===== src/rtl/muldiv_unit_if.sv =====
// Operation/result handshake bundle between the execute stage and the iterative mul/div unit.
// The master issues operations and takes results; the slave is the unit itself.
interface muldiv_unit_if #(
  parameter int unsigned WIDTH = 64
);
  logic             in_valid;
  logic             in_ready;
  logic [2:0]       op;
  logic             word;
  logic [WIDTH-1:0] a;
  logic [WIDTH-1:0] b;
  logic             flush;
  logic             out_valid;
  logic             out_ready;
  logic [WIDTH-1:0] result;
  logic             busy;

  modport master (
    output in_valid, op, word, a, b, flush, out_ready,
    input  in_ready, out_valid, result, busy
  );

  modport slave (
    input  in_valid, op, word, a, b, flush, out_ready,
    output in_ready, out_valid, result, busy
  );
endinterface


===== src/rtl/muldiv_unit.sv =====
// Iterative RV64M multiply/divide unit: radix-2^MUL_BITS shift-add multiplier and restoring
// divider sharing one 2*WIDTH accumulator, with a hold-until-taken result handshake.
module muldiv_unit #(
  parameter int unsigned WIDTH    = 64,
  parameter int unsigned MUL_BITS = 2
) (
  input logic          clk,
  input logic          reset,
  muldiv_unit_if.slave bus
);

  localparam int unsigned CntW  = $clog2(WIDTH);
  localparam int unsigned PW    = WIDTH + MUL_BITS;
  localparam int unsigned NFull = WIDTH / MUL_BITS;
  localparam int unsigned NWord = 32 / MUL_BITS;

  typedef enum logic [2:0] {StIdle, StMul, StDiv, StFix, StDone} state_e;

  state_e               state_q, state_d;
  logic [CntW-1:0]      cnt_q, cnt_d;
  logic [2*WIDTH-1:0]   acc_q, acc_d;
  logic [WIDTH-1:0]     mcand_q, mcand_d;
  logic [WIDTH-1:0]     result_q, result_d;
  logic [2:0]           op_q, op_d;
  logic                 word_q, word_d;
  logic                 neg_q, neg_d;
  logic                 sa_q, sa_d;

  logic                 accept, is_div, sgn_a, sgn_b, neg_a, neg_b, b_zero, ovf, special;
  logic [WIDTH-1:0]     a_ext, b_ext, mag_a, mag_b, min_val, spec_res, fix_res;
  logic [WIDTH-1:0]     q_fix, r_fix;
  logic [2*WIDTH-1:0]   mul_next, div_next, prod;
  logic [PW-1:0]        partial, sum;
  logic [WIDTH:0]       r_sh, diff;

  function automatic logic [WIDTH-1:0] sext32(input logic [31:0] x);
    logic signed [WIDTH-1:0] t;
    t = $signed(x);
    return t;
  endfunction

  // Operand decode for the operation currently offered.
  always_comb begin
    is_div = bus.op[2];
    sgn_a  = is_div ? ~bus.op[0] : (bus.op == 3'd1 || bus.op == 3'd2);
    sgn_b  = is_div ? ~bus.op[0] : (bus.op == 3'd1);
    if (bus.word) begin
      a_ext   = (is_div && sgn_a) ? sext32(bus.a[31:0]) : WIDTH'(bus.a[31:0]);
      b_ext   = (is_div && sgn_b) ? sext32(bus.b[31:0]) : WIDTH'(bus.b[31:0]);
      min_val = sext32(32'h8000_0000);
    end else begin
      a_ext   = bus.a;
      b_ext   = bus.b;
      min_val = {1'b1, {(WIDTH-1){1'b0}}};
    end
    neg_a   = sgn_a & a_ext[WIDTH-1];
    neg_b   = sgn_b & b_ext[WIDTH-1];
    mag_a   = neg_a ? -a_ext : a_ext;
    mag_b   = neg_b ? -b_ext : b_ext;
    b_zero  = (b_ext == '0);
    ovf     = sgn_a && (a_ext == min_val) && (b_ext == '1);
    special = is_div && (b_zero || ovf);
    if (b_zero) begin
      spec_res = bus.op[1] ? (bus.word ? sext32(bus.a[31:0]) : bus.a) : '1;
    end else begin
      spec_res = bus.op[1] ? '0 : min_val;
    end
  end

  // One iteration of each datapath; the multiplier keeps its product in the upper half and
  // shifts the consumed multiplier bits out of the lower half.
  always_comb begin
    partial  = PW'(mcand_q) * PW'(acc_q[MUL_BITS-1:0]);
    sum      = PW'(acc_q[2*WIDTH-1:WIDTH]) + partial;
    mul_next = {sum, acc_q[WIDTH-1:MUL_BITS]};
    r_sh     = {acc_q[2*WIDTH-1:WIDTH], acc_q[WIDTH-1]};
    diff     = r_sh - {1'b0, mcand_q};
    div_next = diff[WIDTH] ? {r_sh[WIDTH-1:0], acc_q[WIDTH-2:0], 1'b0}
                           : {diff[WIDTH-1:0], acc_q[WIDTH-2:0], 1'b1};
  end

  // Word multiplies run only 32 bits deep, so their product sits at acc_q[WIDTH-1 -: 32].
  always_comb begin
    prod    = neg_q ? -acc_q : acc_q;
    q_fix   = neg_q ? -acc_q[WIDTH-1:0] : acc_q[WIDTH-1:0];
    r_fix   = sa_q ? -acc_q[2*WIDTH-1:WIDTH] : acc_q[2*WIDTH-1:WIDTH];
    fix_res = '0;
    case (op_q)
      3'd0:             fix_res = word_q ? sext32(acc_q[WIDTH-1:WIDTH-32]) : prod[WIDTH-1:0];
      3'd1, 3'd2, 3'd3: fix_res = prod[2*WIDTH-1:WIDTH];
      3'd4, 3'd5:       fix_res = word_q ? sext32(q_fix[31:0]) : q_fix;
      default:          fix_res = word_q ? sext32(r_fix[31:0]) : r_fix;
    endcase
  end

  assign accept = bus.in_valid && bus.in_ready && !bus.flush;

  always_comb begin
    state_d  = state_q;
    cnt_d    = cnt_q;
    acc_d    = acc_q;
    mcand_d  = mcand_q;
    result_d = result_q;
    op_d     = op_q;
    word_d   = word_q;
    neg_d    = neg_q;
    sa_d     = sa_q;
    if (bus.flush && state_q != StIdle) begin
      state_d = StIdle;
    end else begin
      unique case (state_q)
        StIdle: begin
          if (accept) begin
            op_d   = bus.op;
            word_d = bus.word;
            neg_d  = neg_a ^ neg_b;
            sa_d   = neg_a;
            if (special) begin
              result_d = spec_res;
              state_d  = StDone;
            end else if (is_div) begin
              mcand_d = mag_b;
              acc_d   = {{WIDTH{1'b0}}, bus.word ? (mag_a << (WIDTH - 32)) : mag_a};
              cnt_d   = bus.word ? CntW'(31) : CntW'(WIDTH - 1);
              state_d = StDiv;
            end else begin
              mcand_d = mag_a;
              acc_d   = {{WIDTH{1'b0}}, mag_b};
              cnt_d   = bus.word ? CntW'(NWord - 1) : CntW'(NFull - 1);
              state_d = StMul;
            end
          end
        end
        StMul: begin
          acc_d = mul_next;
          cnt_d = cnt_q - 1'b1;
          if (cnt_q == '0) state_d = StFix;
        end
        StDiv: begin
          acc_d = div_next;
          cnt_d = cnt_q - 1'b1;
          if (cnt_q == '0) state_d = StFix;
        end
        StFix: begin
          result_d = fix_res;
          state_d  = StDone;
        end
        StDone: begin
          if (bus.out_ready) state_d = StIdle;
        end
        default: state_d = StIdle;
      endcase
    end
  end

  always_ff @(posedge clk) begin
    if (!reset) begin
      state_q  <= StIdle;
      cnt_q    <= '0;
      acc_q    <= '0;
      mcand_q  <= '0;
      result_q <= '0;
      op_q     <= '0;
      word_q   <= 1'b0;
      neg_q    <= 1'b0;
      sa_q     <= 1'b0;
    end else begin
      state_q  <= state_d;
      cnt_q    <= cnt_d;
      acc_q    <= acc_d;
      mcand_q  <= mcand_d;
      result_q <= result_d;
      op_q     <= op_d;
      word_q   <= word_d;
      neg_q    <= neg_d;
      sa_q     <= sa_d;
    end
  end

  assign bus.in_ready  = (state_q == StIdle) && reset;
  assign bus.out_valid = (state_q == StDone);
  assign bus.result    = result_q;
  assign bus.busy      = (state_q != StIdle);

endmodule


===== src/flat_wrapper.sv =====
// flat-port wrapper written by rule: the top's interface ports become plain ports
module muldiv_unit_flat 
#(
  parameter int unsigned WIDTH    = 64,
  parameter int unsigned MUL_BITS = 2
)
  (clk, reset, bus_in_valid, bus_op, bus_word, bus_a, bus_b, bus_flush, bus_out_ready, bus_in_ready, bus_out_valid, bus_result, bus_busy);
  muldiv_unit_if #(.WIDTH(WIDTH)) bus_i ();
  input logic clk;
  input logic reset;
  input wire logic [$bits(bus_i.in_valid)-1:0] bus_in_valid;
  input wire logic [$bits(bus_i.op)-1:0] bus_op;
  input wire logic [$bits(bus_i.word)-1:0] bus_word;
  input wire logic [$bits(bus_i.a)-1:0] bus_a;
  input wire logic [$bits(bus_i.b)-1:0] bus_b;
  input wire logic [$bits(bus_i.flush)-1:0] bus_flush;
  input wire logic [$bits(bus_i.out_ready)-1:0] bus_out_ready;
  output wire logic [$bits(bus_i.in_ready)-1:0] bus_in_ready;
  output wire logic [$bits(bus_i.out_valid)-1:0] bus_out_valid;
  output wire logic [$bits(bus_i.result)-1:0] bus_result;
  output wire logic [$bits(bus_i.busy)-1:0] bus_busy;
  assign bus_i.in_valid = bus_in_valid;
  assign bus_i.op = bus_op;
  assign bus_i.word = bus_word;
  assign bus_i.a = bus_a;
  assign bus_i.b = bus_b;
  assign bus_i.flush = bus_flush;
  assign bus_i.out_ready = bus_out_ready;
  assign bus_in_ready = bus_i.in_ready;
  assign bus_out_valid = bus_i.out_valid;
  assign bus_result = bus_i.result;
  assign bus_busy = bus_i.busy;
  muldiv_unit #(.WIDTH(WIDTH), .MUL_BITS(MUL_BITS)) u_core (.clk(clk), .reset(reset), .bus(bus_i));
endmodule

===== config.mk =====
export PLATFORM = sky130hd
export DESIGN_NAME = muldiv_unit_flat
export DESIGN_NICKNAME = d
export VERILOG_FILES = /design/src/rtl/muldiv_unit_if.sv /design/src/rtl/muldiv_unit.sv /design/src/flat_wrapper.sv
export SDC_FILE = /design/constraint.sdc
export NUM_CORES = 2
export LEC_CHECK = 0
export BUFFER_PORTS_ARGS = -buffer_cell sky130_fd_sc_hd__clkbuf_2
export CAP_MARGIN = 20
export CORE_UTILIZATION = 31
export DETAILED_ROUTE_END_ITERATION = 10
export GPL_TIMING_DRIVEN = 0
export MAX_ROUTING_LAYER = met4
export PLACE_DENSITY = 0.43
export SLEW_MARGIN = 30
export SYNTH_ARGS = -nofsm -noshare
export SYNTH_HDL_FRONTEND = slang
export SYNTH_SLANG_ARGS = --single-unit

===== constraint.sdc =====
create_clock -name clk -period 5.1 [get_ports clk]
set_input_delay 1.02 -clock clk [delete_from_list [all_inputs] [get_ports clk]]
set_output_delay 1.02 -clock clk [all_outputs]
set_load 0.005 [all_outputs]

==> run summary <==
=================================================================================================
Avg Synthesized Cell Area                                                                6.79 µm²
Cell type with the largest total area after synthesis                                sky130_fd_sc_hd__dfxtp_1
Result of the run                                                                    finished, violations left
CP arrival                                                                                5.71 ns
Final hold violation count                                                                      0
Cell types with the largest area share after synthesis                               sky130_fd_sc_hd__dfxtp_1 16%, sky130_fd_sc_hd__o21ai_0 7.1%, sky130_fd_sc_hd__a21oi_1 7.1%, sky130_fd_sc_hd__xnor2_1 6.5%, sky130_fd_sc_hd__nand2_1 6.2%
Critical Path End Type                                                                   register
Worst Hold Class                                                                     register to register
Peak supply drop                                                                       0.000283 V
Filler-free cell count of the finished design                                                6845
Aggregate negative setup slack                                                           -2.20 ns
Setup repair after global routing missed its margin                                          true
Count of state elements after synthesis                                                       271
Clock transition at the registers of the reported paths                                   0.06 ns
Worst hold slack                                                                         0.460 ns
Drt wl/cell                                                                               37.6 µm
Number of nets produced by synthesis                                                         5412
Vias after detailed routing                                                                 43.8k
Remaining design rule violation count                                                           0
Initial antenna violation count                                                                16
1st-pass router iterations                                                                      8
Final period utilization                                                                     104%
Most instantiated flip-flop cell in the synthesis netlist                            sky130_fd_sc_hd__dfxtp_1
Worst slew margin                                                                           20.0%
Cell Pwr Density                                                                       472 nW/µm²
Synthesized netlist cell count                                                               5074
Clock buffers created by TritonCTS                                                             36
Leakage                                                                                   15.2 nW
CTS sink count                                                                                271
WS Path Type                                                                         input port to register
Number of enable-type register cells in the synthesized netlist                                 0
Number of warnings reported in the yosys synthesis log                                          0
Vias per cell                                                                                6.40
Clock root buffer                                                                    sky130_fd_sc_hd__clkbuf_16
Y dimension of the die                                                                     335 µm
Measured slew at the worst slew-check pin                                                 1.20 ns
Worst Clk Skew                                                                          0.0391 ns
Routed length on met2                                                                      112 mm
Startpoint Class                                                                       input port
Max Cap Violations                                                                              0
Violations in the final reports                                                      negative setup slack
Worst EP required                                                                         5.52 ns
All-layer global routing usage                                                              45.5%
Total detailed-routing wirelength                                                          257 mm
Number of placement rows                                                                      121
Sum of met3 wire segment lengths after detailed routing                                   21.6 mm
Top Ports                                                                                     204
Number of buffer cells added on primary ports                                                 198
Pin count of the biggest net entering global routing                                           13
Net count reported at finish                                                                 5666
Residual antenna-violating net count after detailed routing                                     0
Layout area overhead                                                                        14.1%
Via count of the first global-routing pass                                                  41.5k
Top sig layer                                                                                met4
Width of the chip                                                                          335 µm
Core ar.                                                                               109000 µm²
Proportion of register bits with asynchronous set or reset after synthesis                     0%
Instance area at placement                                                              37600 µm²
Inst Count DP                                                                                6758
Clock tree from TritonCTS                                                                   built
Clock latency of the later-clocked register in the worst-skew pair                        0.61 ns
Count of final max-slew check failures                                                          0
Delay contributed by the slowest stage of the critical path                               0.66 ns
Number of distinct library cell variants in the gate-level netlist after synthesis             87
Cell chain of the critical path                                                      clkbuf_2, clkbuf_2, clkbuf_2, nor2_1, nor4_2, nand4_1, o31a_1, o21a_1, clkbuf_2, buf_2, clkbuf_2, a31oi_1
Half-perimeter wire length after placement                                                 215 mm
Netlist area before placement                                                           34500 µm²
Minimum clock period after layout                                                         5.29 ns
Portion of the post-synthesis area used by sequential elements                              15.7%
Initial DRC Count                                                                            5132
Setup violators final                                                                          26
Effective utilization at floorplan                                                          31.5%
H-tree Lvls                                                                                     2
Achievable clock frequency                                                                189 MHz
Wire length of the first global-routing pass                                               346 mm
Fraction of layout cells with a size suffix above 1                                         9.43%
Most frequent cell on the critical path                                              sky130_fd_sc_hd__clkbuf_2
Longest Clk Path Bufs                                                                           3
Wire length the detailed router placed on met1                                             100 mm
Remaining global-route overflow                                                                 0
Floorplan die area                                                                     112000 µm²
Area share of the largest cell type after synthesis                                         15.7%
Cell area after layout                                                                  39300 µm²
Routability Congestion                                                                       1.11
Setup slack after layout                                                                -0.188 ns
Max stage delay cell, worst path                                                     sky130_fd_sc_hd__buf_2
Maximum fanout count along the critical path                                                   10
=================================================================================================
## layout make-up
class                   instances  area (µm²)
multi-input cells            4086       26700
fillers                     12300       70100
diodes                         16        40.0
clock inverters                16         173
inverters                     314        1180
repair buffers                218        1180
clock buffers                  47        1020
well taps                    1476        1850
flip-flops and latches        271        5430
plain buffers                 401        1710
## cell usage in the layout, fill, tap and decap left out, types with 43 or more instances in the layout
cell and n:
sky130_fd_sc_hd__a31oi_1 71, sky130_fd_sc_hd__or3_1 44, sky130_fd_sc_hd__a21boi_0 60, sky130_fd_sc_hd__nor3_1 101
sky130_fd_sc_hd__o21a_1 44, sky130_fd_sc_hd__mux2i_1 44, sky130_fd_sc_hd__xnor2_1 249, sky130_fd_sc_hd__nand2b_1 48
sky130_fd_sc_hd__clkbuf_1 294, sky130_fd_sc_hd__dfxtp_1 270, sky130_fd_sc_hd__nand2_1 570, sky130_fd_sc_hd__a22oi_1 45
sky130_fd_sc_hd__xor2_1 128, sky130_fd_sc_hd__or4_1 48, sky130_fd_sc_hd__a221oi_1 60, sky130_fd_sc_hd__fa_1 65
sky130_fd_sc_hd__o21ai_0 482, sky130_fd_sc_hd__a21oi_1 479, sky130_fd_sc_hd__nand4_1 85, sky130_fd_sc_hd__nor4_1 43
sky130_fd_sc_hd__o211ai_1 82, sky130_fd_sc_hd__clkbuf_2 256, sky130_fd_sc_hd__a21o_1 70, sky130_fd_sc_hd__inv_1 311
sky130_fd_sc_hd__nand3_1 142, sky130_fd_sc_hd__ha_1 134, sky130_fd_sc_hd__o31ai_1 81, sky130_fd_sc_hd__nor2_1 341
## timing repair
action                                  CTS  global route
endpoints found under the setup margin  262            68
resized for setup                        81            49
hold endpoints to repair                  0             0
pin swaps                                10             6
hold buffers                              0             0
buffers inserted                          5             4
## report_power, final
| part | leakage [nW] | internal [mW] | switching, mW |
|---|---|---|---|
| clock | 0.595 | 1.57 | 1.17 |
| combinational | 12.4 | 3.63 | 9.12 |
| sequential | 2.21 | 2.42 | 0.641 |
## routing by layer
metal  vias up  GRT usage [%]
met5         -              -
met4         0           35.0
met3       690           8.18
met2      2515           68.6
met1     21600           53.7
li1      19000              -
## cell usage after synthesis, types with 56 or more instances
| master | count |
|---|---|
| sky130_fd_sc_hd__nor4_1 | 56 |
| sky130_fd_sc_hd__a21o_1 | 70 |
| sky130_fd_sc_hd__dfxtp_1 | 271 |
| sky130_fd_sc_hd__nand4_1 | 85 |
| sky130_fd_sc_hd__a31oi_1 | 75 |
| sky130_fd_sc_hd__nand2_1 | 573 |
| sky130_fd_sc_hd__xor2_1 | 128 |
| sky130_fd_sc_hd__a21boi_0 | 60 |
| sky130_fd_sc_hd__nand3_1 | 144 |
| sky130_fd_sc_hd__o31ai_1 | 82 |
| sky130_fd_sc_hd__nor3_1 | 107 |
| sky130_fd_sc_hd__o21ai_0 | 491 |
| sky130_fd_sc_hd__a21oi_1 | 487 |
| sky130_fd_sc_hd__o211ai_1 | 82 |
| sky130_fd_sc_hd__nor2_1 | 343 |
| sky130_fd_sc_hd__clkbuf_1 | 360 |
| sky130_fd_sc_hd__fa_1 | 65 |
| sky130_fd_sc_hd__inv_1 | 311 |
| sky130_fd_sc_hd__a221oi_1 | 63 |
| sky130_fd_sc_hd__ha_1 | 136 |
| sky130_fd_sc_hd__xnor2_1 | 256 |
## critical path, delay by kind of cell
family,cells,cell delay (ns)
compound gates,3,1.05
buf+inv,6,2.64
simple gates,3,0.94
## logic make-up after synthesis
kind of cell,count (synthesis),synth area share [%]
AO/OA/AOI/OAI,1845,34.2
AND/OR/NAND/NOR,1604,22.1
buffers and inverters,717,7.91
XOR/XNOR,384,9.76
flip-flops,271,15.7
adder cells (fa/ha/maj),201,8.72
multiplexers,52,1.54
## state kept, by name, indices dropped and copies added (netlist names)
name	cells
u_core.state_q	3
u_core.neg_q	1
u_core.mcand_q	64
u_core.word_q	1
u_core.acc_q	128
u_core.sa_q	1
u_core.op_q	3
u_core.bus.result	64
u_core.cnt_q	6
## worst paths after layout
| check | startpoint | end | slack, ns | cells past startpoint |
|---|---|---|---|---|
| max | bus_word | u_core.acc_q[43] | -0.19 | 12 |
| min | u_core.bus.result[37] | u_core.bus.result[37] | 0.46 | 2 |
| max reg2reg | u_core.acc_q[31] | u_core.bus.result[20] | -0.05 | 13 |
| min reg2reg | u_core.bus.result[37] | u_core.bus.result[37] | 0.46 | 2 |
## per-stage QoR
| step | total power [mW] | utilization, % | worst slack, ns |
|---|---|---|---|
| after floorplan | 9.87 | - | 1.04 |
| after global placement | 15.0 | 34.1 | -2.81 |
| after detailed placement | 15.1 | 34.4 | -2.69 |
| after CTS | 17.9 | 35.7 | 0.00150 |
| after global routing | 19.0 | 35.9 | -0.0326 |
| final | 18.6 | 35.9 | -0.188 |
(Power assumes the default switching activity.)
